--- src/rtl/sensor_conditioner.sv ---
// Conditions raw home-automation sensor inputs into four registered controller bits:
// debounced/stretched motion, dark and over-temperature hysteresis, and badge session state.
module sensor_conditioner #(
  parameter int unsigned DEB_TICKS  = 4,
  parameter int unsigned PIR_HOLD   = 8,
  parameter logic [7:0]  DARK_ON    = 8'd60,
  parameter logic [7:0]  DARK_OFF   = 8'd80,
  parameter logic [7:0]  TEMP_ON    = 8'd30,
  parameter logic [7:0]  TEMP_OFF   = 8'd27,
  parameter int unsigned AUTH_HOLD  = 16,
  parameter int unsigned MAX_FAILS  = 3,
  parameter int unsigned LOCK_TICKS = 32
) (
  input  logic       clk,
  input  logic       rst,
  input  logic       tick,
  input  logic       pir_raw,
  input  logic [7:0] light_lvl,
  input  logic [7:0] temp_lvl,
  input  logic       badge_ok,
  input  logic       badge_fail,
  input  logic       logout,
  output logic       pir,
  output logic       isDark,
  output logic       tempHigh,
  output logic       authorized
);

  localparam int unsigned CNT_W   = (DEB_TICKS > 1) ? $clog2(DEB_TICKS) : 1;
  localparam int unsigned HOLD_W  = (PIR_HOLD > 0) ? $clog2(PIR_HOLD + 1) : 1;
  localparam int unsigned TIMER_W = 16;
  localparam int unsigned FAIL_W  = 4;

  typedef enum logic [1:0] {IDLE, AUTH, LOCKOUT} state_t;

  logic              deb, deb_next;
  logic [CNT_W-1:0]  cnt, cnt_next;
  logic [HOLD_W-1:0] hold, hold_next;

  state_t             state, state_next;
  logic [TIMER_W-1:0] timer, timer_next;
  logic [FAIL_W-1:0]  fail_cnt, fail_next;

  // Debounce counter and motion stretch; hold reloads from the registered deb so
  // the full stretch starts on the tick where the debounced state falls.
  always_comb begin
    deb_next  = deb;
    cnt_next  = cnt;
    hold_next = hold;
    if (tick) begin
      if (pir_raw == deb) begin
        cnt_next = '0;
      end else if (32'(cnt) + 32'd1 == DEB_TICKS) begin
        deb_next = pir_raw;
        cnt_next = '0;
      end else begin
        cnt_next = cnt + CNT_W'(1);
      end
    end
    if (deb) begin
      hold_next = HOLD_W'(PIR_HOLD);
    end else if (tick && hold != '0) begin
      hold_next = hold - HOLD_W'(1);
    end
  end

  always_ff @(posedge clk) begin
    if (rst) begin
      deb      <= 1'b0;
      cnt      <= '0;
      hold     <= '0;
      pir      <= 1'b0;
      isDark   <= 1'b0;
      tempHigh <= 1'b0;
    end else begin
      deb  <= deb_next;
      cnt  <= cnt_next;
      hold <= hold_next;
      pir  <= deb_next | (hold_next != '0);
      if (tick) begin
        if (light_lvl < DARK_ON) begin
          isDark <= 1'b1;
        end else if (light_lvl > DARK_OFF) begin
          isDark <= 1'b0;
        end
        if (temp_lvl >= TEMP_ON) begin
          tempHigh <= 1'b1;
        end else if (temp_lvl <= TEMP_OFF) begin
          tempHigh <= 1'b0;
        end
      end
    end
  end

  // Auth FSM state register
  always_ff @(posedge clk) begin
    if (rst) begin
      state    <= IDLE;
      timer    <= '0;
      fail_cnt <= '0;
    end else begin
      state    <= state_next;
      timer    <= timer_next;
      fail_cnt <= fail_next;
    end
  end

  // Auth FSM next state; a simultaneous ok+fail is a failure, so it never reloads.
  always_comb begin
    state_next = state;
    timer_next = timer;
    fail_next  = fail_cnt;
    case (state)
      IDLE: begin
        if (badge_fail) begin
          if (fail_cnt + FAIL_W'(1) == FAIL_W'(MAX_FAILS)) begin
            state_next = LOCKOUT;
            timer_next = TIMER_W'(LOCK_TICKS);
            fail_next  = '0;
          end else begin
            fail_next = fail_cnt + FAIL_W'(1);
          end
        end else if (badge_ok) begin
          state_next = AUTH;
          timer_next = TIMER_W'(AUTH_HOLD);
          fail_next  = '0;
        end
      end
      AUTH: begin
        if (logout) begin
          state_next = IDLE;
        end else if (badge_ok && !badge_fail) begin
          timer_next = TIMER_W'(AUTH_HOLD);
        end else if (tick) begin
          if (timer == TIMER_W'(1)) begin
            state_next = IDLE;
          end else begin
            timer_next = timer - TIMER_W'(1);
          end
        end
      end
      LOCKOUT: begin
        if (tick) begin
          if (timer == TIMER_W'(1)) begin
            state_next = IDLE;
          end else begin
            timer_next = timer - TIMER_W'(1);
          end
        end
      end
      default: state_next = IDLE;
    endcase
  end

  // Auth FSM output decode
  always_comb begin
    authorized = (state == AUTH);
  end

endmodule

--- config.mk ---
export PLATFORM = sky130hd
export DESIGN_NAME = sensor_conditioner
export DESIGN_NICKNAME = d
export VERILOG_FILES = /design/src/rtl/sensor_conditioner.sv
export SDC_FILE = /design/constraint.sdc
export NUM_CORES = 1
export LEC_CHECK = 0
export BUFFER_PORTS_ARGS = -buffer_cell sky130_fd_sc_hd__clkbuf_2
export CORE_MARGIN = 4
export CORE_UTILIZATION = 55
export DETAILED_ROUTE_END_ITERATION = 8
export PLACE_DENSITY = 0.82
export SYNTH_ARGS = -nofsm -noshare
export SYNTH_HDL_FRONTEND = slang
export SYNTH_SLANG_ARGS = --single-unit
export TNS_END_PERCENT = 10
--- constraint.sdc ---
create_clock -name clk -period 4.2 [get_ports clk]
set_clock_uncertainty 0.05 [all_clocks]
set_input_delay 0.84 -clock clk [delete_from_list [all_inputs] [get_ports clk]]
set_output_delay 0.84 -clock clk [all_outputs]
set_load 0.005 [all_outputs]
==> impl_results.md, run 1 <==
- Outcome: finished, final reports clean
- M3 GR Usage: 0.0582
- GRT Total Usage: 0.212
- CTS resizes: 0
- R2r startpoint: timer[1]
- Routability congestion estimate: around 0.8
- Nets: 300
- Number of remaining DRC errors: 0
- Clk sinks: 32
- Detailed Route Iter0 Violations: 110
- CTS H-tree depth: 2
- Crit-path most repeated cell: o31ai_1
- Hold wc startpoint: fail_cnt[3]
- Tmin final: between 2000 and 3000 ps
- Largest net degree at the start of global routing: 33
- Gate Count Post-Synth: 245
- Setup-failing EPs final: 0
- Remaining Overflow, GRT: 0
- Worst Hold Depth: 2
- Crit path buffers/inverters: 1
- Reg2reg path depth: 7
- First-pass detailed-route iteration total: 4
- Crit path max fanout: 18
- Antenna cells: 0
- DIE WIDTH: slightly below 70 um
- Clock-pin slew on the worst setup and hold paths: ~100 ps
- Placed cell count: between 300 and 400
- CP Launch Type: register
- Slew Limit Headroom: 0.454
- Fin. Hold Viols: 0
- DP HPWL: approximately 3100 um
- Worst IR drop on VDD: roughly 220 uV
- Unrepaired setup endpoints after global routing: no
- Number of synthesized flops with an enable pin: 0
- Most used routing layer: met2
- Inserted Clock Buffers: 5
- Post-synthesis async set-or-reset flop share: 0
- FF+latch count, synth: 32
- Number of setup buffers added after CTS: 0
- Met2 usage: 0.355
- Via count: 1877
- Delay-heaviest family, CP: compound AO/OA/AOI/OAI gates
- Io pins: 27
- Netlist cell types: 53
- Core box area: 3390 um2
- Hold Path Sink: fail_cnt[3]
- Critical Path End Type: register
- Crit-path cells: inv_1, ha_1, nor2b_1, nand4_1, o31ai_1, a21oi_1, o31ai_1
- Buffers on Ports: 25
- Maximum clock frequency: 0.375 GHz
- Die H: 67.7 um
- Final Util: 0.634
- Setup CP Type: reg2reg
- Setup slack, reg-to-reg: around 1500 ps
- First-pass GRT wire length: 7490 um
- R2R Path End: timer[0]
- Fillcell total: 320
- Leakage: 0.829 nW
- Ratio of final minimum period to clock period: 0.635
- Non-Filler Instances: 313
- Average size of a mapped cell: 7.99 um2
- Met1 GRT Util: 0.268
- Most used DFF post-synth: dfxtp_1
- CTS Root Cell: clkbuf_4
- DR WL/cell: 13.8 um
- Power Total: between 0.8 and 0.9 mW
- Antenna violations before repair: 0
- Detailed Route WL: 4310 um
- DRT antenna net count: 0
- Worst-Skew Late Latency: 330 ps
- Post-Syn Area: 1960 um2
- Max-cap viol count: 0
- Max clock buf depth: 2
- CTS tree: built
- Sequential fraction of the synthesis area: 0.327
- Slowest-stage cell, CP: o31ai_1
- Share of cells above drive strength 1: 0.139
- Area growth, synth to finish: 9.71%
- Initial cell density of the core: 0.578
- Slew Limit Fails: 0
- Vias in the first global route: roughly 1700
- Hold Path Class: reg2reg
- Post-DR vias/cell: 6.00
- Worst slew pin tran: between 800 and 900 ps
- Number of buffers inserted by hold repair at cts: 0
- P per Cell Area: 378 nW/um2
- Syn Nets: 278
- FP Rows: 21
- Critical Path RT: 4380 ps
- WP depth: 7
- Setup TNS: 0 ps
- Largest stage delay, worst path: 630 ps
- CP Data Arrival Time: about 2900 ps
- Synth Warn #: 0
- Die area: around 4600 um2
==> worst register-to-register path, stage by stage, from the launching register on <==
cell and delay (ps):
dfxtp_1 370, inv_1 120, ha_1 160, nor2b_1 240, nand4_1 610, o31ai_1 640, a21oi_1 150, o31ai_1 250
==> through the flow <==
stage / cell area [um2] / hold WS, ps / worst slack [ps]
global route: 2150 / 446 / 1290
detailed placement: 2100 / 420 / 1350
finish: 2150 / 440 / 1530
floorplan: 1960 / 394 / 1910
CTS: 2150 / 436 / 1570
global placement: 2100 / 407 / 1370
==> cell usage in the layout, fill, tap and decap left out, drive strengths merged, types with 2 or more instances in the layout <==
cell type / n
inv: 17
nor2: 15
ha: 10
nor3: 14
dfxtp: 32
nand2: 16
or4: 5
o211ai: 4
and3: 2
nand3: 10
a31oi: 8
xnor2: 3
clkbuf: 31
or3: 4
a41oi: 4
a211oi: 3
and2: 4
nand4: 5
o31ai: 4
a21oi: 21
mux2i: 3
o21ai: 13
a311o: 2
and4: 2
a32o: 3
or4b: 2
nor2b: 6
nor4: 4
==> per-layer routing <==
layer  wire length [um]  share of wire  vias to the layer above
met4                 18         0.0042                        0
li1                   -              -                      971
met5                  0              0                        -
met1               2020           0.47                      866
met2               2090           0.48                       38
met3                192          0.045                        2
==> power by group <==
group          internal, mW  switching [mW]
clock network        0.0616           0.102
registers             0.333          0.0253
logic                 0.122           0.169
total                 0.516           0.297
==> synth_stat cells (2+ instances only) <==
cell / count / area [um2]
a211oi_1: 3 / 22.5
a21oi_1: 21 / 105
a311o_1: 2 / 20.0
a31oi_1: 8 / 50.1
a32o_1: 3 / 30.0
a41oi_1: 4 / 35.0
and2_1: 4 / 25.0
and3_1: 2 / 12.5
and4_1: 2 / 17.5
clkbuf_1: 8 / 30.0
dfxtp_1: 32 / 641
ha_1: 10 / 125
inv_1: 17 / 63.8
mux2i_1: 3 / 30.0
nand2_1: 16 / 60.1
nand3_1: 10 / 50.1
nand4_1: 5 / 31.3
nor2_1: 15 / 56.3
nor2b_1: 6 / 37.5
nor3_1: 13 / 65.1
nor4_1: 3 / 18.8
o211ai_1: 4 / 30.0
o21ai_0: 12 / 60.1
o31ai_1: 4 / 30.0
or3_1: 4 / 25.0
or4_1: 5 / 37.5
xnor2_1: 3 / 26.3
==> logic make-up (layout without fill, tap and decap cells) <==
| family | after synthesis | after routing | synth area share |
|---|---|---|---|
| AOI/OAI and AO/OA | 74 | 74 | 0.249 |
| xor gates and xnor gates | 3 | 3 | 0.0134 |
| adders and majority gates | 10 | 10 | 0.0639 |
| buffers and inverters | 27 | 49 | 0.0524 |
| DFF | 32 | 32 | 0.327 |
| muxes | 4 | 4 | 0.0211 |
| and+or+nand+nor | 95 | 95 | 0.273 |
==> cell type report <==
class                           count  area (um2)  area share
Multi-Input combinational cell    186        1210       0.566
Sequential cell                    32         641       0.298
Timing Repair Buffer               25         125      0.0582
Inverter                           17        63.8      0.0297
Tap cell                           46        57.6      0.0268
Clock buffer                        6        41.3      0.0192
Clock inverter                      1        5.00     0.00233
==> worst max-delay path by stage <==
| stage | from | endpoint | slack, ps |
|---|---|---|---|
| floorplan | badge_ok | timer[15] | 1910 |
| global placement | badge_fail | timer[15] | 1370 |
| detailed placement | badge_fail | timer[15] | 1350 |
| CTS | timer[0] | timer[0] | 1570 |
| global route | timer[0] | timer[1] | 1290 |
| finish | timer[1] | timer[0] | 1530 |
==> state kept, by name, indices dropped and copies added (netlist names) <==
register and flops:
cnt 2, deb 1, fail_cnt 4, hold 4, isDark 1, pir 1, state 2, tempHigh 1
timer 16
No activity file was read; power rests on OpenSTA's default activity.
==> run 2: changes to the inputs <==
--- a/config.mk
+++ b/config.mk
@@ -5,11 +5,12 @@
 export SDC_FILE = /design/constraint.sdc
 export NUM_CORES = 1
 export LEC_CHECK = 0
+export ABC_AREA = 1
 export BUFFER_PORTS_ARGS = -buffer_cell sky130_fd_sc_hd__clkbuf_2
 export CORE_MARGIN = 4
 export CORE_UTILIZATION = 55
 export DETAILED_ROUTE_END_ITERATION = 8
-export PLACE_DENSITY = 0.82
+export PLACE_DENSITY = 0.81
 export SYNTH_ARGS = -nofsm -noshare
 export SYNTH_HDL_FRONTEND = slang
 export SYNTH_SLANG_ARGS = --single-unit
==> constraint.sdc (replaced) <==
create_clock -name clk -period 2.68 [get_ports clk]
set_clock_uncertainty 0.05 [all_clocks]
set_input_delay 0.536 -clock clk [delete_from_list [all_inputs] [get_ports clk]]
set_output_delay 0.536 -clock clk [all_outputs]
set_load 0.005 [all_outputs]
==> run 2 against run 1 <==
Sequential cell count unchanged. Critical path depth up 4. First-iteration DRC count rose by 49%. Register-to-register slack worse by 970 ps. Largest power group is now combinational cells.
==> impl_results.md, run 2 <==
- Post-synthesis async set-or-reset flop share: 0 (unchanged)
- Worst IR drop on VDD: 511 uV (+130%)
- Antenna violations before repair: 0 (unchanged)
- First-pass GRT wire length: 8380 um (+12%)
- Leakage: 1.14 nW (+38%)
- Max clock buf depth: 2 (unchanged)
- P per Cell Area: 745 nW/um2 (+97%)
- Number of setup buffers added after CTS: 0 (unchanged)
- Syn Nets: 371 (+33%)
- Area growth, synth to finish: 11.6%
- Vias in the first global route: 1949 (+13%)
- Detailed Route WL: 4730 um (+9.6%)
- Final Util: 0.643 (+0.00928)
- Largest net degree at the start of global routing: 23 (-30%)
- Hold_ws: 416 ps (-24.6 ps)
- Seq pwr share: 0.342 (-0.098)
- Average size of a mapped cell: 6.33 um2 (-21%)
- DP HPWL: 3570 um (+16%)
- Inserted Clock Buffers: 5 (unchanged)
- Setup CP Type: reg2reg
- Critical Path End Type: register
- Max-cap viol count: 0 (unchanged)
- Worst slew pin tran: 512 ps (-301 ps)
- Commonest cells after routing, fill and taps aside: 84 x nand2_1, 44 x inv_1, 38 x nor2_1
- Largest Register: timer
- Crit path max fanout: 15 (-3)
- Tmin final: 2120 ps (-551 ps)
- Number of synthesized flops with an enable pin: 0 (unchanged)
- DR WL/cell: 11.5 um (-17%)
- Setup TNS: 0 ps (unchanged)
- Ratio of final minimum period to clock period: 0.790 (+0.155)
- Routability congestion estimate: 0.855 (+5.9%)
- CP Launch Type: register
- Via count: 2130 (+13%)
- Most used DFF post-synth: dfxtp_1
- Critical Path RT: 2850 ps (-1530 ps)
- Hold Path Class: reg2reg
- Clk network pwr share: 0.228 (+0.026)
- Post-Syn Area: 2140 um2 (+9.3%)
- Net Sw Frac: 0.403 (+0.0382)
- Unrepaired setup endpoints after global routing: no
- Slew Limit Headroom: 0.659 (+0.205)
- Detailed Route Iter0 Violations: 164 (+49%)
- Setup-failing EPs final: 0 (unchanged)
- First-pass detailed-route iteration total: 4 (unchanged)
- Die H: 70.4 um (+4.0%)
- Nets: 396 (+32%)
- Largest cells by area after synthesis: dfxtp_1 30%, nand2_1 15%, inv_1 7.7%
- Most common cell after layout, fill and taps aside: nand2_1
- CTS Root Cell: clkbuf_8
- Non-Filler Instances: 411 (+31%)
- Antenna cells: 0 (unchanged)
- Number of buffers inserted by hold repair at cts: 0 (unchanged)
- Buffers on Ports: 25 (unchanged)
- Placed cell count: 404 (+32%)
- Share of cells above drive strength 1: 0.143 (+0.00467)
- CTS H-tree depth: 2 (unchanged)
- CTS resizes: 0 (unchanged)
- Fin. Hold Viols: 0 (unchanged)
- Initial cell density of the core: 0.576 (-0.00161)
- Max reg flops: 16 (unchanged)
- Clk sinks: 32 (unchanged)
- Remaining Overflow, GRT: 0 (unchanged)
- CTS tree: built
- Worst-Skew Late Latency: 290 ps (-40 ps)
- Io pins: 27 (unchanged)
- Largest regs: timer (16), fail_cnt (4), hold (4)
- Comb power frac: 0.430 (+0.072)
- Int Pwr: 1.06 mW (+110%)
- GRT Total Usage: 0.206 (-0.00666)
- Outcome: finished, final reports clean
- Core box area: 3720 um2 (+9.6%)
- Post-DR vias/cell: 5.18 (-14%)
- DIE WIDTH: 70.4 um (+4.0%)
- FF+latch count, synth: 32 (unchanged)
- Sequential fraction of the synthesis area: 0.299 (-0.0279)
- DRT antenna net count: 0 (unchanged)
- Gate Count Post-Synth: 338 (+38%)
- Synth Warn #: 0 (unchanged)
- Die area: 4950 um2 (+8.2%)
- Netlist cell types: 34 (-36%)
- Clock-pin slew on the worst setup and hold paths: 70 ps (-30 ps)
- Cell with the most instances after synthesis: nand2_1
- Switching pwr: 0.718 mW (+140%)
- Yosys top cell by area: dfxtp_1
- Number of remaining DRC errors: 0 (unchanged)
- FP Rows: 22 (+4.8%)
- CP Data Arrival Time: 2290 ps (-560 ps)
- Slew Limit Fails: 0 (unchanged)
- Yosys top cell area share: 0.299 (-0.0279)
- Top cells by count, synth: 84 x nand2_1, 44 x inv_1, 38 x nor2_1, 32 x dfxtp_1, 27 x a21oi_1
- Maximum clock frequency: 0.472 GHz (+26%)
## run 2: power by group through the flow
stage | logic, mW | registers [mW] | clock network, mW
detailed placement | 0.760 | 0.619 | 0
global placement | 0.738 | 0.617 | 0
global route | 0.894 | 0.620 | 0.434
finish | 0.765 | 0.610 | 0.406
CTS | 0.767 | 0.610 | 0.415
floorplan | 0.617 | 0.605 | 0
## run 2: worst max-delay path, stage by stage, from the launching register on
cell and delay, ps:
dfxtp_1 390, inv_1 80, ha_1 240, nand2_2 110, inv_2 50, nand3_1 70, o21ai_1 90, inv_1 100
nand4_4 250, nor2_1 370, nand3_1 120, a21oi_1 130
## run 2: cell families (layout without fill, tap and decap cells)
kind of cell               Yosys count  in the layout  synth area share
and+or+nand+nor                    177            177             0.368
AOI/OAI and AO/OA                   56             56             0.141
buffers and inverters               56             81             0.105
DFF                                 32             32             0.299
adders and majority gates           10             10            0.0584
xor gates and xnor gates             6              6            0.0245
muxes                                1              1           0.00468
## run 2: per-stage QoR
| step | setup slack (ps) | area [um2] | power [mW] |
|---|---|---|---|
| after floorplan | 1010 | 2140 | 1.22 |
| after global placement | 602 | 2290 | 1.36 |
| after detailed placement | 551 | 2290 | 1.38 |
| after CTS | 543 | 2390 | 1.79 |
| after global routing | 364 | 2390 | 1.95 |
| final | 562 | 2390 | 1.78 |
## run 2: final cells by class
class	instances	area, um2
Timing Repair Buffer	27	140
Clock buffer	7	96.3
Inverter	47	176
Sequential cell	32	641
Tap cell	48	60.1
Fill cell	351	1330
Multi-Input combinational cell	250	1280
## run 2: final timing paths
kind              slack, ps     endpoint        start  cells after the start
setup / recovery        560     timer[8]     state[0]                     11
hold / removal          420  fail_cnt[3]  fail_cnt[3]                      2
setup reg to reg        560     timer[8]     state[0]                     11
hold reg to reg         420  fail_cnt[3]  fail_cnt[3]                      2
## run 2: layer usage
metal | up-vias | global-route usage | part of all wire
li1 | 1136 | - | -
met3 | 5 | 0.0504 | 0.036
met5 | - | 0 | 0
met2 | 36 | 0.346 | 0.49
met4 | 0 | 0.0745 | 0.014
met1 | 953 | 0.252 | 0.46
